==> src/rtl/maxplus_acc.sv <==
// maxplus_acc: per-lane running maximum over a job of k_len partial max
// vectors, seeded with c_init. The result is held with backpressure until
// downstream takes it.
module maxplus_acc #(
  parameter int W     = 16,
  parameter int LANES = 4
) (
  input  logic               clk,
  input  logic               rst_n,
  input  logic               start,
  input  logic [7:0]         k_len,
  input  logic [LANES*W-1:0] c_init,
  input  logic               in_valid,
  output logic               in_ready,
  input  logic [LANES*W-1:0] in_data,
  output logic               out_valid,
  input  logic               out_ready,
  output logic [LANES*W-1:0] out_data,
  output logic               busy
);

  localparam logic [1:0] IDLE  = 2'd0;
  localparam logic [1:0] ACCUM = 2'd1;
  localparam logic [1:0] DONE  = 2'd2;

  logic [1:0]         state;
  logic [7:0]         cnt;
  logic [LANES*W-1:0] acc;
  logic [LANES*W-1:0] acc_max;
  logic               accept;

  assign accept = in_valid && (state == ACCUM);

  // Lane-wise unsigned max; a tie keeps the accumulator value.
  always_comb begin
    acc_max = '0;
    for (int unsigned i = 0; i < LANES; i++) begin
      acc_max[i*W +: W] = (acc[i*W +: W] >= in_data[i*W +: W]) ?
                          acc[i*W +: W] : in_data[i*W +: W];
    end
  end

  // Job control FSM together with the accumulator and beat counter.
  always_ff @(posedge clk or negedge rst_n) begin
    if (!rst_n) begin
      state <= IDLE;
      cnt   <= '0;
      acc   <= '0;
    end else begin
      case (state)
        IDLE: begin
          if (start) begin
            acc   <= c_init;
            cnt   <= k_len;
            state <= (k_len != 8'd0) ? ACCUM : DONE;
          end
        end
        ACCUM: begin
          if (accept) begin
            acc <= acc_max;
            cnt <= cnt - 8'd1;
            if (cnt == 8'd1) begin
              state <= DONE;
            end
          end
        end
        DONE: begin
          if (out_ready) begin
            state <= IDLE;
          end
        end
        default: begin
          state <= IDLE;
        end
      endcase
    end
  end

  assign in_ready  = (state == ACCUM);
  assign out_valid = (state == DONE);
  assign out_data  = acc;
  assign busy      = (state != IDLE);

endmodule

==> config.mk <==
export PLATFORM = sky130hd
export DESIGN_NAME = maxplus_acc
export DESIGN_NICKNAME = d
export VERILOG_FILES = /design/src/rtl/maxplus_acc.sv
export SDC_FILE = /design/constraint.sdc
export NUM_CORES = 1
export LEC_CHECK = 0
export CORE_MARGIN = 4
export CORE_UTILIZATION = 47
export CTS_BUF_LIST = sky130_fd_sc_hd__clkbuf_4 sky130_fd_sc_hd__clkbuf_8
export CTS_CLUSTER_DIAMETER = 100
export CTS_CLUSTER_SIZE = 20
export DETAILED_ROUTE_END_ITERATION = 7
export GPL_ROUTABILITY_DRIVEN = 1
export GPL_TIMING_DRIVEN = 0
export PLACE_DENSITY = 0.95
export SLEW_MARGIN = 20
export SYNTH_ARGS = -nofsm -noshare
export SYNTH_HDL_FRONTEND = slang
export SYNTH_SLANG_ARGS = --single-unit
==> constraint.sdc <==
create_clock -name clk -period 3.1 [get_ports clk]
set_input_delay 0.62 -clock clk [delete_from_list [all_inputs] [get_ports clk]]
set_output_delay 0.62 -clock clk [all_outputs]
set_load 0.02 [all_outputs]
# ---- Yosys cells after proc, flatten, opt, wreduce, memory -nomap -nowiden
# Index checks and enable logic that the tools add are counted.
dict set report op_classes {
  n_addsub 1
  n_reduce_logical 11
  muxes 16
  eq_ne 11
  n_lt_le_gt_ge 4
}
# op count
set ops {}
lappend ops {{64-bit 2-to-1 mux} 2}
lappend ops {{64-bit one-hot mux with 2 select lines} 1}
lappend ops {{16-bit greater-or-equal comparator} 4}
lappend ops {{16-bit 2-to-1 mux} 4}
lappend ops {{4-bit AND reduction} 5}
lappend ops {{8-bit 2-to-1 mux} 2}
lappend ops {{8-bit one-hot mux with 2 select lines} 1}
lappend ops {{2-bit 2-to-1 mux} 5}
lappend ops {{2-bit != test (second input constant)} 5}
lappend ops {{8-bit by 1-bit equality test with 1-bit output (second input constant)} 1}
lappend ops {{8-bit nonzero test} 1}
lappend ops {{8-bit by 1-bit subtractor with 8-bit output (second input constant)} 1}
lappend ops {{2-bit by 1-bit != test with 1-bit output (second input constant)} 3}
lappend ops {{2-bit one-hot mux with 3 select lines} 1}
lappend ops {{2-bit nonzero test} 2}
lappend ops {{3-bit AND reduction} 1}
lappend ops {{2-bit by 1-bit equality test with 1-bit output (second input constant)} 1}
lappend ops {{2-bit equality test (second input constant)} 1}
lappend ops {{2-bit zero test} 1}
lappend ops {{1-bit logical AND} 1}
dict set report word_totals {
  input_bits 141
  output_inout_bits 67
  reg_bits 74
  wordCells 49
}

# ---- Depth between registers and ports, before layout
dict set report logic_depth {
  ltp_word 4
  depth_mapped 8
  mapped_depth_nobuf 7
}

# ---- Least setup slack after synthesis
# No wires, ideal clock.
dict set report synth_path {
  path_kind {input to register}
  from {in in_data[2]}
  to {reg acc[10] (netlist: out_data[10])}
  t_arrival_ns 2.333
  setup_ns 0.125
  t_required_ns 2.975
  path_buffers 1
  cell_stages 8
  setup_slack_ns 0.642
  path_cell_list {inv_1 -> ha_1 -> a211o_1 -> a31oi_1 -> o31ai_1 -> a211oi_4 -> buf_8 -> mux2_4}
}
dict set report synth_between {
  elab_chain_len 3
}
# element line
set synth_lines {}
lappend synth_lines {{from (decl)} 15} ;# input logic [LANES*W-1:0] in_data,
lappend synth_lines {{16-bit greater-or-equal comparator} 38} ;# acc_max[i*W +: W] = (acc[i*W +: W] >= in_data[i*W +: W]) ?
lappend synth_lines {{2-bit != test (no line)} -}
lappend synth_lines {{4-bit AND reduction (no line)} -}
lappend synth_lines {{to (signal assigned)} 53} ;# acc <= c_init;
lappend synth_lines {{to (signal assigned)} 60} ;# acc <= acc_max;
lappend synth_lines {{to (decl)} 28} ;# logic [LANES*W-1:0] acc;
# Every way passes these cells.
# A chain may end at the register's enable or synchronous reset.

# ---- Final worst setup path
dict set report layout_path {
  from {reg state[1]}
  to {out in_ready}
}
dict set report layout_between {
  elab_chain_len 1
}
# element line
set layout_lines {}
lappend layout_lines {{from (decl)} 26} ;# logic [1:0] state;
lappend layout_lines {{from (signal assigned)} 55} ;# state <= (k_len != 8'd0) ? ACCUM : DONE;
lappend layout_lines {{2-bit by 1-bit equality test with 1-bit output} 79} ;# assign in_ready = (state == ACCUM);
lappend layout_lines {{to (decl)} 14} ;# output logic in_ready,
# Every way passes these cells.

==> results.txt <==
----------------------------------------------------
[Worst setup path]
  Terminus of the critical flop-to-flop path ... out_data[46]
  Crit path max-delay cell type ... sky130_fd_sc_hd__clkdlybuf4s50_1
  Worst EP required ... roughly 2.5 ns
  Critical path cell sequence ... nand2b_1 -> clkbuf_1 -> inv_2 -> clkdlybuf4s50_1
  Data arrival time of the critical path ... about 2.3 ns
  FF-to-FF setup slack ... 0.69 ns
  Class of the most critical setup path ... flip-flop to output port
  Critical R2R Launch ... out_data[34]
  Critical Path Max Stage Delay ... between 0.7 and 0.8 ns
  CP Capture Type ... output port
  Worst setup SP type ... flip-flop
  Max Fanout on Critical Path ... 17
  Depth of the worst register-to-register path ... 7

[STA]
  Count of final hold-check violations ... 0
  RSZ-0062 raised after global routing ... false
  Final worst-path setup slack ... between 0.15 and 0.2 ns
  Final Cycle Share ... roughly 94%
  Worst rel slew slack ... a little over half
  Pins Over Slew Limit ... 0
  Final setup violation count ... 0
  Final min period ... just under 3 ns
  Worst Max-Slew Pin Slew ... 0.711 ns
  Upper clock frequency limit ... roughly 0.34 GHz
  Clock skew ... about 0.017 ns

[Place]
  Cell area after placement ... between 0.007 and 0.008 mm2
  Detailed Place HPWL ... 14300 um
  Number of port buffers ... 207
  Worst slack at placement ... -0.131 ns
  Routability-driven placement congestion ratio ... between 0.8 and 0.9

[Power]
  Share of power burned in the clock network ... just over 10%
  Sw Share ... 44.2%
  Part of the total power dissipated in sequential elements ... 25.0%
  Share of power burned in combinational logic ... around two thirds
  Net switching component of the power ... roughly 0.0034 W
  Maximum vdd drop ... between 0.5 and 0.6 mV
  Overall Power ... about 0.0078 W
  PwrDens ... approximately 950 mW/mm2
  Leakage power ... 3.75 nW
  Internal Pwr Total ... between 0.004 and 0.005 W

[Floorplan]
  Die area ... around 0.014 mm2
  Number of primary I/O pins ... 208
  Core Footprint ... 0.0117 mm2
  Die width ... about 120 um
  Starting Density ... between 40% and 50%
  Die Height ... 118 um
  Number of rows in the core area ... 39

[Global routing]
  Wire length of the first global-routing pass ... between 20000 and 30000 um
  Global route total overflow ... 0
  Number of global-route vias before repair ... between 5000 and 6000
  Maximum number of pins on one net before global-route repair ... 48
  All-Layer GR Usage ... ~26%
  Antenna violations before repair ... 0

[Detailed routing]
  Drt pass-1 iters ... 5
  Residual DRC count ... 0
  Vias per Instance ... ~5.8
  Wire length per cell ... 18.1 um
  Antenna-violating nets left ... 0
  Count of routing violations after the opening detailed-route iteration ... ~380
  Sum of routed wire length over all layers ... around 18000 um
  Via count ... roughly 5800

[Clocking]
  Number of levels in the clock H-tree ... 3
  Clock net sink count ... 74
  Post-cts repair resize count ... 0
  Number of buffers created by CTS ... 9
  Clk Tree Root Cell ... sky130_fd_sc_hd__clkbuf_8
  Clock tree from TritonCTS ... done
  Buffer depth of the longest clock path ... 2
  Clk_lat worst skew ... 0.37 ns
  Clock input transition at the sequential cells of the worst setup and hold paths ... about 0.080 ns

[Synthesis]
  Area share of fa/ha/maj cells after synthesis ... 14.5%
  Fraction of synthesized cell area taken by the top area cell type ... approximately 32%
  Sequential fraction of the synthesis area ... roughly a third
  Syn_area_per_cell ... 9.05 um2
  Simple-gate area share of the yosys netlist ... 13.4%
  Synthesized cell area ... 0.00571 mm2
  Synthesized flop and latch total ... between 70 and 80
  Portion of netlist area occupied by mux cells ... ~15%
  Cell types occupying the most area after synthesis ... sky130_fd_sc_hd__dfrtp_1 (32%), sky130_fd_sc_hd__ha_1 (14%), sky130_fd_sc_hd__mux2_4 (7.1%), sky130_fd_sc_hd__o21ai_0 (4.6%), sky130_fd_sc_hd__inv_1 (4.5%)
  Synth Area in Compound Gates ... 17.7%
  Synth warn ... 0
  Parity-gate share of the synthesized area counting xor and xnor cells ... 0%
  Post-synthesis cell type with the largest combined area ... sky130_fd_sc_hd__dfrtp_1
  Cell count after synthesis ... about 630
  Number of distinct library cells after synthesis ... 39
  Net count after synthesis ... between 800 and 900
  Combinational family with the most area after synthesis ... compound AO/OA/AOI/OAI gates

[Layout]
  Fill cell total of the finished layout ... about 860
  Ant. Diodes ... 0
  Post-synthesis to final-layout area growth ... 43.3%
  Share of cells above drive strength 1 ... under 10%
  Post-layout nets ... between 1000 and 1500
  Finished Cell Area ... approximately 0.0082 mm2
  Total area of multi-input combinational cells ... roughly 0.0034 mm2
  Share of the core filled with cells ... 70.2%
  Sequential cell area in the final layout ... between 0.0015 and 0.002 mm2

[Job]
  Number of maximum-capacitance violations ... 0

[Hold path]
  Type of the tightest min-delay check ... input port to asynchronous set/reset pin

[Run status]
  Status ... complete, no violations

----------------------------------------------------
critical path: cells and delay by family (launching register included):
kind	cells	cell delay, ns
buffers and inverters	3	1.31
DFF	1	0.45
and+or+nand+nor	1	0.17
layout make-up:
class / count / share of cell area [%]
clock inverter: 5 / 0.642
buffer: 33 / 1.96
clock buffer: 11 / 1.85
tap: 143 / 2.19
inverter: 69 / 3.16
sequential: 74 / 22.6
timing repair buffer: 208 / 25.6
multi-input combinational: 454 / 42.0
placed cells by master (no fill, tap or decap), types with 3 or more instances in the layout:
cell type / n
sky130_fd_sc_hd__o21ai_0: 53
sky130_fd_sc_hd__a31oi_1: 21
sky130_fd_sc_hd__dfrtp_1: 74
sky130_fd_sc_hd__clkdlybuf4s50_1: 206
sky130_fd_sc_hd__clkbuf_8: 11
sky130_fd_sc_hd__a21o_1: 5
sky130_fd_sc_hd__clkinv_2: 3
sky130_fd_sc_hd__mux2_2: 18
sky130_fd_sc_hd__ha_1: 66
sky130_fd_sc_hd__buf_8: 3
sky130_fd_sc_hd__or2_2: 4
sky130_fd_sc_hd__nor4_1: 3
sky130_fd_sc_hd__o22ai_1: 3
sky130_fd_sc_hd__nand2b_1: 6
sky130_fd_sc_hd__a211o_1: 23
sky130_fd_sc_hd__a21oi_1: 36
sky130_fd_sc_hd__inv_1: 68
sky130_fd_sc_hd__nand4_1: 25
sky130_fd_sc_hd__mux2i_1: 22
sky130_fd_sc_hd__nor2_1: 30
sky130_fd_sc_hd__mux2_4: 27
sky130_fd_sc_hd__nand2_1: 58
sky130_fd_sc_hd__o21a_1: 3
sky130_fd_sc_hd__nand3_1: 28
sky130_fd_sc_hd__clkbuf_1: 28
sky130_fd_sc_hd__a211oi_4: 3
sky130_fd_sc_hd__o31ai_1: 4
cell usage after synthesis:
master                      count
sky130_fd_sc_hd__dfrtp_1       74
sky130_fd_sc_hd__inv_1         68
sky130_fd_sc_hd__ha_1          66
sky130_fd_sc_hd__nand2_1       58
sky130_fd_sc_hd__o21ai_0       53
sky130_fd_sc_hd__a21oi_1       36
sky130_fd_sc_hd__nor2_1        30
sky130_fd_sc_hd__clkbuf_1      28
sky130_fd_sc_hd__nand3_1       28
sky130_fd_sc_hd__mux2_4        27
sky130_fd_sc_hd__nand4_1       25
sky130_fd_sc_hd__a211o_1       23
sky130_fd_sc_hd__mux2i_1       22
sky130_fd_sc_hd__a31oi_1       21
sky130_fd_sc_hd__mux2_2        18
sky130_fd_sc_hd__nand2b_1       6
sky130_fd_sc_hd__a21o_1         5
sky130_fd_sc_hd__o31ai_1        4
sky130_fd_sc_hd__or2_2          4
sky130_fd_sc_hd__a211oi_4       3
sky130_fd_sc_hd__buf_2          3
sky130_fd_sc_hd__buf_8          3
sky130_fd_sc_hd__nor4_1         3
sky130_fd_sc_hd__o21a_1         3
sky130_fd_sc_hd__o22ai_1        3
sky130_fd_sc_hd__a211oi_1       2
sky130_fd_sc_hd__nor2b_1        2
sky130_fd_sc_hd__nor3_1         2
sky130_fd_sc_hd__a21boi_0       1
sky130_fd_sc_hd__a41oi_1        1
sky130_fd_sc_hd__inv_2          1
sky130_fd_sc_hd__nand2b_4       1
sky130_fd_sc_hd__nor3b_1        1
sky130_fd_sc_hd__nor4b_1        1
sky130_fd_sc_hd__o2111ai_1      1
sky130_fd_sc_hd__o211a_1        1
sky130_fd_sc_hd__o21bai_1       1
sky130_fd_sc_hd__o32ai_1        1
sky130_fd_sc_hd__or3_1          1
power by group through the flow:
| stage | combinational (W) | clock (W) | sequential [W] |
|---|---|---|---|
| 2_1_floorplan | 0.00269 | 0 | 0.00236 |
| 3_3_place_gp | 0.00487 | 0 | 0.00191 |
| 5_1_grt | 0.00547 | 0.000857 | 0.00201 |
| 6_report | 0.00504 | 0.000794 | 0.00194 |
| 4_1_cts | 0.00505 | 0.000813 | 0.00193 |
| 3_5_place_dp | 0.00504 | 0 | 0.00194 |
cell families after synthesis:
| kind of cell | after synthesis |
|---|---|
| multiplexers | 67 |
| adder cells (fa/ha/maj) | 66 |
| AO/OA/AOI/OAI | 159 |
| buffers and inverters | 103 |
| AND/OR/NAND/NOR | 162 |
| flip-flops | 74 |
stage by stage:
stage | TNS [ns] | std cells | hold slack [ns]
finish | 0 | 997 | 0.183
global route | 0 | 997 | 0.192
CTS | 0 | 997 | 0.181
detailed placement | -1.77 | 982 | 0.507
global placement | -101.48 | 981 | 0.495
floorplan | 0 | 631 | 0.324
state kept, by name (all words and copies together) (netlist names):
name and cells:
out_data 64, state 2, cnt 8
layer usage:
metal | GRT usage, % | vias up | share of wire [%]
met2 | 43.6 | 322 | 48
li1 | - | 2702 | -
met4 | 12.1 | 0 | 4.0
met3 | 6.69 | 61 | 8.2
met5 | 0 | - | 0
met1 | 30.1 | 2698 | 40
worst max-delay path by stage:
stage                 from           end  slack (ns)
6_report          state[1]      in_ready        0.18
5_1_grt           state[1]      in_ready        0.03
4_1_cts           state[1]      in_ready        0.12
3_5_place_dp   in_data[34]  out_data[43]       -0.13
3_3_place_gp         rst_n  out_data[44]       -1.36
2_1_floorplan   in_data[2]  out_data[10]        0.64
timing repair:
item,CTS,global route
setup buffers,0,0
hold endpoints to repair,0,0
endpoints found under the setup margin,1,0
hold buffers,0,0
Note: power is estimated with default switching activity, not from simulation.
